**config.mk**
```make
export PLATFORM = sky130hd
export DESIGN_NAME = maint_scheduler
export DESIGN_NICKNAME = d
export VERILOG_FILES = /design/src/rtl/maint_scheduler.sv
export SDC_FILE = /design/constraint.sdc
export NUM_CORES = 1
export LEC_CHECK = 0
export ABC_AREA = 1
export BUFFER_PORTS_ARGS = -buffer_cell sky130_fd_sc_hd__buf_2
export CELL_PAD_IN_SITES_DETAIL_PLACEMENT = 1
export CELL_PAD_IN_SITES_GLOBAL_PLACEMENT = 1
export CORE_UTILIZATION = 43
export CTS_BUF_LIST = sky130_fd_sc_hd__clkbuf_16
export CTS_CLUSTER_SIZE = 8
export DETAILED_ROUTE_END_ITERATION = 10
export PLACE_DENSITY = 0.91
export SYNTH_ARGS = -nofsm -noshare
export SYNTH_HDL_FRONTEND = slang
export SYNTH_SLANG_ARGS = --single-unit
```
**constraint.sdc**
```tcl
create_clock -name clk -period 4.1 [get_ports clk]
set_input_delay 0.615 -clock clk [delete_from_list [all_inputs] [get_ports clk]]
set_output_delay 0.615 -clock clk [all_outputs]
set_load 0.02 [all_outputs]
```
**src/rtl/maint_scheduler.sv**
```systemverilog
// ---------------------------------------------------------------------------
// maint_scheduler
//
// Generates periodic maintenance requests (auto-refresh, ZQ-short and a
// periodic dummy read) for maint_handler. Each source has its own interval
// timer. Refresh ticks accumulate as postponed-refresh credits. ZQ and
// periodic-read ticks set a single pending flag, so repeated ticks merge.
// Each source runs a req/ack handshake toward maint_handler.
//
// Ports:
//   clk, rst         fabric clock, synchronous active-high reset
//   aref_en          enable auto-refresh timer
//   aref_interval    refresh period in clk cycles (tREFI)
//   zq_en            enable ZQ-short timer
//   zq_interval      ZQCS period in clk cycles
//   pr_rd_en         enable periodic-read timer
//   pr_rd_interval   periodic-read period in clk cycles
//   autoref_req      refresh requested (credits > 0)
//   autoref_ack      one-cycle pulse, one refresh completed
//   zq_req           ZQ-short requested
//   zq_ack           one-cycle pulse, ZQ-short completed
//   pr_rd_req        periodic dummy read requested
//   pr_rd_ack        one-cycle pulse, periodic read consumed
//   ref_pending      current refresh credit count
//   ref_urgent       ref_pending >= URGENT_PEND
//   ref_overflow     sticky, a refresh tick was lost at MAX_PEND
// ---------------------------------------------------------------------------
module maint_scheduler #(
  parameter int MAX_PEND    = 8,
  parameter int URGENT_PEND = 6,
  parameter int CNT_W       = 28
) (
  input  logic             clk,
  input  logic             rst,
  input  logic             aref_en,
  input  logic [CNT_W-1:0] aref_interval,
  input  logic             zq_en,
  input  logic [CNT_W-1:0] zq_interval,
  input  logic             pr_rd_en,
  input  logic [CNT_W-1:0] pr_rd_interval,
  output logic             autoref_req,
  input  logic             autoref_ack,
  output logic             zq_req,
  input  logic             zq_ack,
  output logic             pr_rd_req,
  input  logic             pr_rd_ack,
  output logic [3:0]       ref_pending,
  output logic             ref_urgent,
  output logic             ref_overflow
);

  localparam logic [3:0] MaxPend    = 4'(MAX_PEND);
  localparam logic [3:0] UrgentPend = 4'(URGENT_PEND);

  logic [CNT_W-1:0] arefTimer_q, arefTimer_d;
  logic [CNT_W-1:0] zqTimer_q, zqTimer_d;
  logic [CNT_W-1:0] prTimer_q, prTimer_d;
  logic [3:0]       credits_q, credits_d;
  logic             overflow_q, overflow_d;
  logic             zqFlag_q, zqFlag_d;
  logic             prFlag_q, prFlag_d;

  logic             arefTick;
  logic             zqTick;
  logic             prTick;

  // Tick threshold is max(interval,1)-1, so intervals 0 and 1 both tick
  // every cycle. The >= compare makes a lowered interval take effect at once.
  function automatic logic [CNT_W-1:0] tickThresh(input logic [CNT_W-1:0] iv);
    logic [CNT_W-1:0] thr;
    thr = '0;
    if (iv != '0) begin
      thr = iv - 1'b1;
    end
    return thr;
  endfunction

  // Timers count while enabled and wrap to 0 on the cycle they tick.
  // A disabled timer is held at 0 so the first tick after enabling lands
  // exactly one full interval later.
  always_comb begin
    arefTick    = aref_en  && (arefTimer_q >= tickThresh(aref_interval));
    zqTick      = zq_en    && (zqTimer_q   >= tickThresh(zq_interval));
    prTick      = pr_rd_en && (prTimer_q   >= tickThresh(pr_rd_interval));

    arefTimer_d = '0;
    zqTimer_d   = '0;
    prTimer_d   = '0;
    if (aref_en && !arefTick) begin
      arefTimer_d = arefTimer_q + 1'b1;
    end
    if (zq_en && !zqTick) begin
      zqTimer_d = zqTimer_q + 1'b1;
    end
    if (pr_rd_en && !prTick) begin
      prTimer_d = prTimer_q + 1'b1;
    end
  end

  // Refresh credits: a tick and an ack in the same cycle cancel out.
  // A tick at the credit ceiling is dropped and recorded in the sticky
  // overflow flag. An ack with no credits outstanding is ignored.
  always_comb begin
    credits_d  = credits_q;
    overflow_d = overflow_q;
    if (arefTick && !autoref_ack) begin
      if (credits_q < MaxPend) begin
        credits_d = credits_q + 4'd1;
      end else begin
        overflow_d = 1'b1;
      end
    end else if (!arefTick && autoref_ack && (credits_q != 4'd0)) begin
      credits_d = credits_q - 4'd1;
    end
  end

  // ZQ and periodic-read flags: a coincident tick wins over the ack, so a
  // request that arrives as the previous one is consumed is not lost. The
  // periodic-read flag must remain set until acked because the handler's
  // read lock is released only by that ack.
  always_comb begin
    zqFlag_d = zqFlag_q;
    prFlag_d = prFlag_q;
    if (zqTick) begin
      zqFlag_d = 1'b1;
    end else if (zq_ack) begin
      zqFlag_d = 1'b0;
    end
    if (prTick) begin
      prFlag_d = 1'b1;
    end else if (pr_rd_ack) begin
      prFlag_d = 1'b0;
    end
  end

  always_ff @(posedge clk) begin
    if (rst) begin
      arefTimer_q <= '0;
      zqTimer_q   <= '0;
      prTimer_q   <= '0;
      credits_q   <= 4'd0;
      overflow_q  <= 1'b0;
      zqFlag_q    <= 1'b0;
      prFlag_q    <= 1'b0;
    end else begin
      arefTimer_q <= arefTimer_d;
      zqTimer_q   <= zqTimer_d;
      prTimer_q   <= prTimer_d;
      credits_q   <= credits_d;
      overflow_q  <= overflow_d;
      zqFlag_q    <= zqFlag_d;
      prFlag_q    <= prFlag_d;
    end
  end

  // Requests are independent; arbitration between sources is the handler's job.
  assign autoref_req  = (credits_q != 4'd0);
  assign ref_pending  = credits_q;
  assign ref_urgent   = (credits_q >= UrgentPend);
  assign ref_overflow = overflow_q;
  assign zq_req       = zqFlag_q;
  assign pr_rd_req    = prFlag_q;

endmodule

```
==> results.cfg, run 1 <==
[pwr]
power.switching_w = 0.000742
power.density_mw_per_mm2 = 228
switching_share = 0.328
clockPowerShare = 0.346
comb_power_share = 0.238
sequentialPowerShare = 0.415
p_leak_nw = 4.56
max-vdd-ir-drop_mv = 0.224
internal_power_w = 0.00152
power_w = 0.00226

[floorplan]
ios = 101
start_util = 0.441
die_x_um = 144
die_height_um = 144
die_area_mm2 = 0.0206
fp.coreArea_mm2 = 0.0196
fp-row-count = 51

[finish]
nFillCells = 2702
multi_input_area_mm2 = 0.00629
insertedDiodeCount = 0
drive_gt1_frac = 0.167
final_cell_mix = nand2_1 (228), nor2_1 (214), inv_1 (136), buf_2 (100), ha_1 (93)
final_common_cell = nand2_1
syn2layout_area_growth_pct = 15.0
regArea_mm2 = 0.00182
fin_nets = 1582

[sta]
timing.final.crit_share = 0.922
finalClockSkew_ns = 0.0104
setup_viol = 0
final-hold-violation-count = 0
finalWorstSetupSlack_ns = 0.319
slew_violations = 0
tightestPinTransition_ns = 0.561
max_freq_mhz = 265
period_needed_ns = 3.78
slew_headroom = 0.623

[clock_network]
path_clk_slew_ns = 0.06
clockRootBuffer = clkbuf_16
clk_path_buf_depth = 2
insertion_delay_ns = 0.35
cts_tree = yes
holdBufCountCts = 0
h-tree-depth = 3
cts_buffers = 9
cts.sinks = 91

[routing]
drc_errors = 0
first_pass_iters = 4
drt-initial-drc-count = 345
wire_per_inst_um = 15.1
drt_wl_total_mm = 25.2
antenna_left = 0
num_vias = 8813
via_per_inst = 5.29

[global_route]
overflow = 0
gr-usage-met3 = 0.0373
use_met2 = 0.478
met1_usage = 0.307
grt_pass1_wl_mm = 42.6
grt_use_total = 0.256
grt_antenna_before_repair = 0
grt_max_degree = 29
grt_pass1_vias = 9211
top_usage_layer = met2

[placed_design]
dp_hpwl_mm = 20.8
gp_congestion = 0.875
post-place-ws_ns = -0.201
portBuffers = 100

[setup_path]
endpoint_kind = register
r2r-end = ref_pending[3]
r2r_start = arefTimer_q[11]
reg2regPathDepth = 16
cp_max_fo = 5
critPathKind = primary input to register
start_kind = primary input
arrival_ns = 4.06
crit_required_ns = 4.38
worst-r2r-setup-slack_ns = 1.53

[synthesis]
synth_edf_count = 0
syn-mean-instance-area_um2 = 6.77
synth_flop_cell = dfxtp_1
netlist_instances = 1276
async_reset_ff_frac = 0
synth_seq_cells = 91
synthesis.area_mm2 = 0.00863
synth_cell_types = 47
synth_warnings = 0
yosysSeqAreaShare = 0.211
syn_nets = 1463

[worst_hold_path]
worstHoldPathType = register to register
hold_path.startpoint = prTimer_q[0]
min_path_cells = 1
worstHoldEndpoint = prTimer_q[0]

[status]
run_status = completed

[flow_run]
cap_violations = 0
through the flow:
stage	hold WS (ns)	TNS, ns	cells	utilization	cell area [um^2]
6_report	0.462	0	1665	0.507	9920
4_1_cts	0.463	0	1663	0.503	9850
5_1_grt	0.510	-0.0341	1665	0.507	9920
3_3_place_gp	0.441	0	1647	0.489	9580
3_5_place_dp	0.447	-0.234	1647	0.489	9580
2_1_floorplan	0.430	0	1276	-	8630
metal layers:
metal / share of wire / up-vias
li1: - / 4462
met1: 0.45 / 4213
met2: 0.51 / 110
met3: 0.025 / 28
met4: 0.013 / 0
met5: 0 / -
state kept, by name, indices dropped and copies added, names as in the netlist:
register	count
zqTimer_q	28
prTimer_q	28
ref_pending	4
arefTimer_q	28
ref_overflow	1
pr_rd_req	1
zq_req	1
Yosys cell counts (20+ instances only):
cell | instances | area (um^2)
nand4_1 | 42 | 263
xor2_1 | 45 | 394
xnor2_1 | 33 | 289
nor3_1 | 27 | 135
o21ai_0 | 30 | 150
nor2_1 | 214 | 803
nand2_1 | 229 | 860
inv_1 | 135 | 507
dfxtp_1 | 91 | 1820
or2_2 | 20 | 125
a21oi_1 | 80 | 400
ha_1 | 94 | 1180
nand3_1 | 82 | 410
power by group through the flow:
stage	clock network, W	logic [W]	registers (W)
2_1_floorplan	0	0.000295	0.000970
3_3_place_gp	0	0.000502	0.000955
3_5_place_dp	0	0.000526	0.000957
4_1_cts	0.000799	0.000532	0.000937
5_1_grt	0.000832	0.000602	0.000943
6_report	0.000783	0.000539	0.000938
critical path, stage by stage:
cell	delay (ns)
buf_2	0.13
nor2_1	0.12
inv_1	0.08
nor2_2	0.12
nand2_1	0.06
inv_1	0.08
nand2_1	0.07
inv_2	0.07
nand2_2	0.07
nor2_4	0.11
nand2_2	0.09
nor2_4	0.12
nand2_1	0.08
a21oi_1	0.13
o21ai_1	0.09
ha_1	0.31
nand2_1	0.10
nor3_2	0.23
nor2b_1	0.17
nand2_1	0.13
nand2_2	0.13
nand3_4	0.11
ha_4	0.25
a21oi_1	0.16
nand2_1	0.09
xnor2_1	0.17
nand2_1	0.07
a21oi_1	0.13
logic make-up after synthesis:
kind of cell,synth area share
adders and majority gates,0.139
DFF,0.211
and+or+nand+nor,0.413
buffers and inverters,0.0655
AOI/OAI and AO/OA,0.0904
xor gates and xnor gates,0.0810
area by class of cell:
type	count	area share
Clock buffer	9	0.0227
Clock inverter	7	0.00441
Inverter	140	0.0532
Multi-Input combinational cell	1035	0.634
Sequential cell	91	0.184
Timing Repair Buffer	118	0.0691
Tap cell	265	0.0334
repair_timing:
item	4_1_cts	5_1_grt
resized for setup	0	8
setup endpoints to repair	0	1
setup buffers	0	2
worst max-delay path by stage:
| stage | start | endpoint | slack [ns] | depth (start not counted) |
|---|---|---|---|---|
| after floorplan | aref_interval[0] | ref_pending[3] | 0.35 | 24 |
| final | aref_interval[3] | ref_pending[3] | 0.32 | 28 |
| after global placement | aref_interval[3] | ref_pending[3] | 0.06 | 28 |
| after global routing | aref_interval[5] | ref_pending[3] | -0.03 | 28 |
| after detailed placement | aref_interval[3] | ref_pending[3] | -0.20 | 28 |
| after CTS | aref_interval[3] | ref_pending[3] | 0.12 | 28 |
Power figures use the tool's default switching activity.
==> run 2: changes to the inputs <==
- CAP_MARGIN: unset -> 20
- CELL_PAD_IN_SITES_DETAIL_PLACEMENT: 1 -> 2
- CELL_PAD_IN_SITES_GLOBAL_PLACEMENT: 1 -> 2
- CORE_UTILIZATION: 43 -> 33
- PLACE_DENSITY: 0.91 -> 0.9
==> run 2 against run 1 <==
Net effect:
- sequential share of layout area is 0.32 points lower
- maximum frequency down 3.3%
- highest routed layer unchanged
- sequential cell count is the same
- clock skew increased by 0.0047 ns
==> results.cfg, run 2 (synthesized netlist as in run 1, its figures left out) <==
[sta]
timing.final.crit_share = 0.954
whs_ns = 0.474
final-hold-violation-count = 0
period_needed_ns = 3.91
slew_headroom = 0.528
finalWorstSetupSlack_ns = 0.190
tightestPinTransition_ns = 0.701
finalClockSkew_ns = 0.0151
max_freq_mhz = 256
setup_viol = 0
slew_violations = 0

[pwr]
max-vdd-ir-drop_mv = 0.197
p_leak_nw = 4.59
power.density_mw_per_mm2 = 236
power_w = 0.00238

[placed_design]
dp_hpwl_mm = 25.4
post-place-ws_ns = -0.439
dp.cells = 1718
gp_congestion = 0.866
portBuffers = 100

[floorplan]
die_height_um = 164
die_x_um = 164
fp.coreArea_mm2 = 0.0254
start_util = 0.340
fp-row-count = 58
ios = 101
die_area_mm2 = 0.0268

[global_route]
overflow = 0
grt_pass1_vias = 10200
grt_antenna_before_repair = 0
grt_pass1_wl_mm = 49.6
grt_max_degree = 29
grt_use_total = 0.230

[flow_run]
cap_violations = 0

[routing]
first_pass_iters = 4
antenna_left = 0
drc_errors = 0
wire_per_inst_um = 17.7
drt_wl_total_mm = 30.7
drt-initial-drc-count = 281
num_vias = 9131
via_per_inst = 5.26

[clock_network]
cts.sinks = 91
clockRootBuffer = clkbuf_16
holdBufCountCts = 0
h-tree-depth = 3
path_clk_slew_ns = 0.07
cts_tree = yes
clk_path_buf_depth = 2
insertion_delay_ns = 0.36
cts_buffers = 9

[setup_path]
endpoint_kind = register
crit_path_top_delay_cell = ha_1
cp_max_fo = 5
critPathMaxStageDelay_ns = 0.31
critPathKind = primary input to register
cpMostUsedCell = nand2_2
crit_buf_inv = 4
crit_family = simple AND/OR/NAND/NOR gates
start_kind = primary input
crit_required_ns = 4.39
arrival_ns = 4.20

[finish]
drive_gt1_frac = 0.181
stdcell_count = 1736
insertedDiodeCount = 0
reg_top3 = arefTimer_q x28, prTimer_q x28, zqTimer_q x28
syn2layout_area_growth_pct = 17.0
final_cell_mix = nand2_1 (224), nor2_1 (212), inv_1 (134), buf_2 (100), ha_1 (92)
fin_nets = 1588
final_common_cell = nand2_1
utilization = 0.398

[worst_hold_path]
worstHoldPathType = register to register

[status]
run_status = completed
[run 2: final timing paths]
kind | from | end | slack [ns] | cells past startpoint
setup / recovery | aref_interval[2] | ref_pending[3] | 0.19 | 29
hold / removal | ref_overflow | ref_overflow | 0.47 | 2
setup reg to reg | arefTimer_q[23] | ref_pending[3] | 1.38 | 16
hold reg to reg | ref_overflow | ref_overflow | 0.47 | 2
[run 2: layer usage]
layer / routed length, um / global-route usage / vias to the layer above
met1: 13100 / 0.259 / 4482
li1: - / - / 4480
met2: 16300 / 0.448 / 120
met4: 716 / 0.0627 / 0
met3: 625 / 0.0268 / 49
met5: 0 / 0 / -
[run 2: worst register-to-register path: stages, from the launching register on]
cell	delay (ns)
dfxtp_1	0.37
ha_1	0.32
nand2_1	0.05
inv_1	0.09
nand3_2	0.10
nor3_4	0.23
nor2b_4	0.18
nand2_2	0.08
nand2_2	0.13
nand3_2	0.11
buf_4	0.17
ha_1	0.29
nand3_1	0.09
nand2_1	0.08
xnor2_1	0.18
nand2_1	0.08
a21oi_1	0.11
[run 2: final cells by class]
class | count | area [um^2]
clock inverter | 7 | 81.3
multi-input combinational | 1035 | 6330
inverter | 140 | 528
tap | 330 | 413
timing repair buffer | 124 | 706
sequential | 91 | 1820
clock buffer | 9 | 225
fill | 3116 | 15300
[run 2: what timing repair did]
action / CTS / global route
buffers inserted: 0 / 2
endpoints found under the setup margin: 2 / 3
gates resized for setup: 1 / 18
hold endpoints to repair: 0 / 0
pin swaps: 0 / 5
[run 2: metrics by stage]
step,area [um^2],TNS (ns)
4_1_cts,10000,0
3_3_place_gp,9700,0
5_1_grt,10100,-0.0705
2_1_floorplan,8630,0
6_report,10100,0
3_5_place_dp,9700,-1.38
[run 2: report_power, final]
part           internal [W]  switching, W
clock              0.000435      0.000426
combinational      0.000213      0.000368
sequential         0.000903     0.0000384
==> run 3: changes to the inputs <==
- CORE_MARGIN: unset -> 1
- RECOVER_POWER: unset -> 25
==> run 3 against run 2 <==
Net effect:
- final cell count stayed put
- core utilization is 0.059 points lower
- die area stayed put
- critical path depth stayed put
- largest power group unchanged
- non-clock buffer count stayed put
- worst hold slack better by 0.0020 ns
==> results.cfg, run 3 (synthesized netlist as in run 1, its figures left out) <==
[status]
run_status = completed

[clock_network]
clockRootBuffer = clkbuf_16
cts.sinks = 91
clk_path_buf_depth = 2
cts_tree = yes
insertion_delay_ns = 0.36
path_clk_slew_ns = 0.07
cts_buffers = 9
h-tree-depth = 3

[setup_path]
reg2regPathDepth = 16
endpoint_kind = register
arrival_ns = 4.20
crit_required_ns = 4.38
crit_path_top_delay_cell = ha_1
critPathKind = primary input to register
start_kind = primary input
critPathMaxStageDelay_ns = 0.31
cp_max_fo = 5
cpMostUsedCell = nand2_2

[sta]
tightestPinTransition_ns = 0.797
final-hold-violation-count = 0
setup_viol = 0
finalClockSkew_ns = 0.0166
setup_tns_ns = 0
whs_ns = 0.476
period_needed_ns = 3.92
timing.final.crit_share = 0.955
slew_violations = 0
max_freq_mhz = 255
slew_headroom = 0.468

[placed_design]
dp_hpwl_mm = 25.4
gp_congestion = 0.866
portBuffers = 100

[finish]
multi_input_area_mm2 = 0.00633
fin_nets = 1588
drive_gt1_frac = 0.174
insertedDiodeCount = 0
final_cell_mix = nand2_1 (224), nor2_1 (212), inv_1 (134), ha_1 (92)
final_common_cell = nand2_1
nFillCells = 3121
syn2layout_area_growth_pct = 16.8
reg_top3 = arefTimer_q x28, prTimer_q x28, zqTimer_q x28
regArea_mm2 = 0.00182

[floorplan]
die_x_um = 164
ios = 101
die_height_um = 164
die_area_mm2 = 0.0268
fp-row-count = 58
start_util = 0.340
fp.coreArea_mm2 = 0.0254

[routing]
wire_per_inst_um = 17.7
antenna_left = 0
first_pass_iters = 4
num_vias = 9135
via_per_inst = 5.26
drt_wl_total_mm = 30.7
drt-initial-drc-count = 305
drc_errors = 0

[pwr]
p_leak_nw = 4.55
max-vdd-ir-drop_mv = 0.194
power.density_mw_per_mm2 = 235

[worst_hold_path]
min_path_cells = 2
worstHoldPathType = register to register

[flow_run]
cap_violations = 0

[global_route]
grt_pass1_wl_mm = 49.6
overflow = 0
grt_max_degree = 29
grt_use_total = 0.230
grt_antenna_before_repair = 0
grt_pass1_vias = 10200
==> run 3: cell types whose count changed in the layout (fill, tap and decap cells not counted) <==
cell | previous run | this run
buf_4 | 22 | 21
clkbuf_1 | 0 | 10
buf_2 | 100 | 91
==> run 3: metal layers <==
layer	track usage	share of wire	up-vias
li1	-	-	4483
met1	0.259	0.43	4486
met2	0.448	0.53	117
met3	0.0268	0.021	49
met4	0.0627	0.023	0
met5	0	0	-
==> run 3: path summary, 6_finish.rpt <==
path,startpoint,to,slack (ns)
worst max-delay path,aref_interval[2],ref_pending[3],0.18
worst min-delay path,pr_rd_req,pr_rd_req,0.48
worst max register to register,arefTimer_q[23],ref_pending[3],1.37
worst min register to register,pr_rd_req,pr_rd_req,0.48
==> run 3: cell type report <==
cell class / count / area share
multi-input cells: 1035 / 0.627
inverters: 140 / 0.0523
flip-flops and latches: 91 / 0.181
repair buffers: 124 / 0.0685
well taps: 330 / 0.0409
clock inverters: 7 / 0.00806
clock buffers: 9 / 0.0223
==> run 3: what timing repair did <==
| item | in CTS | in global routing |
|---|---|---|
| pin swaps | 0 | 5 |
| buffers inserted | 0 | 2 |
| hold buffers | 0 | 0 |
| gates cloned | 0 | 0 |
| setup endpoints to repair | 2 | 3 |
| resized for setup | 1 | 18 |
==> run 3: critical path, delay by kind of cell <==
kind	cells	cell delay [ns]
and+or+nand+nor	19	1.98
xor gates and xnor gates	1	0.18
buffers and inverters	4	0.44
AOI/OAI and AO/OA	3	0.37
adders and majority gates	2	0.60
==> run 3: through the flow <==
step	setup slack [ns]	utilization	total power [W]	area [um^2]	instances
6_report	0.183	0.397	0.00237	10100	1736
5_1_grt	-0.0688	0.397	0.00249	10100	1736
4_1_cts	0.0477	0.394	0.00239	10000	1734
3_5_place_dp	-0.439	0.382	0.00152	9700	1718
3_3_place_gp	0.0412	0.382	0.00146	9700	1718
2_1_floorplan	0.349	-	0.00126	8630	1276
==> run 3: power by group <==
group,leakage (nW),internal [W],switching (W),total [W]
sequential,0.734,0.000903,0.0000386,0.000942
clock,0.150,0.000435,0.000424,0.000859
combinational,3.66,0.000204,0.000368,0.000572
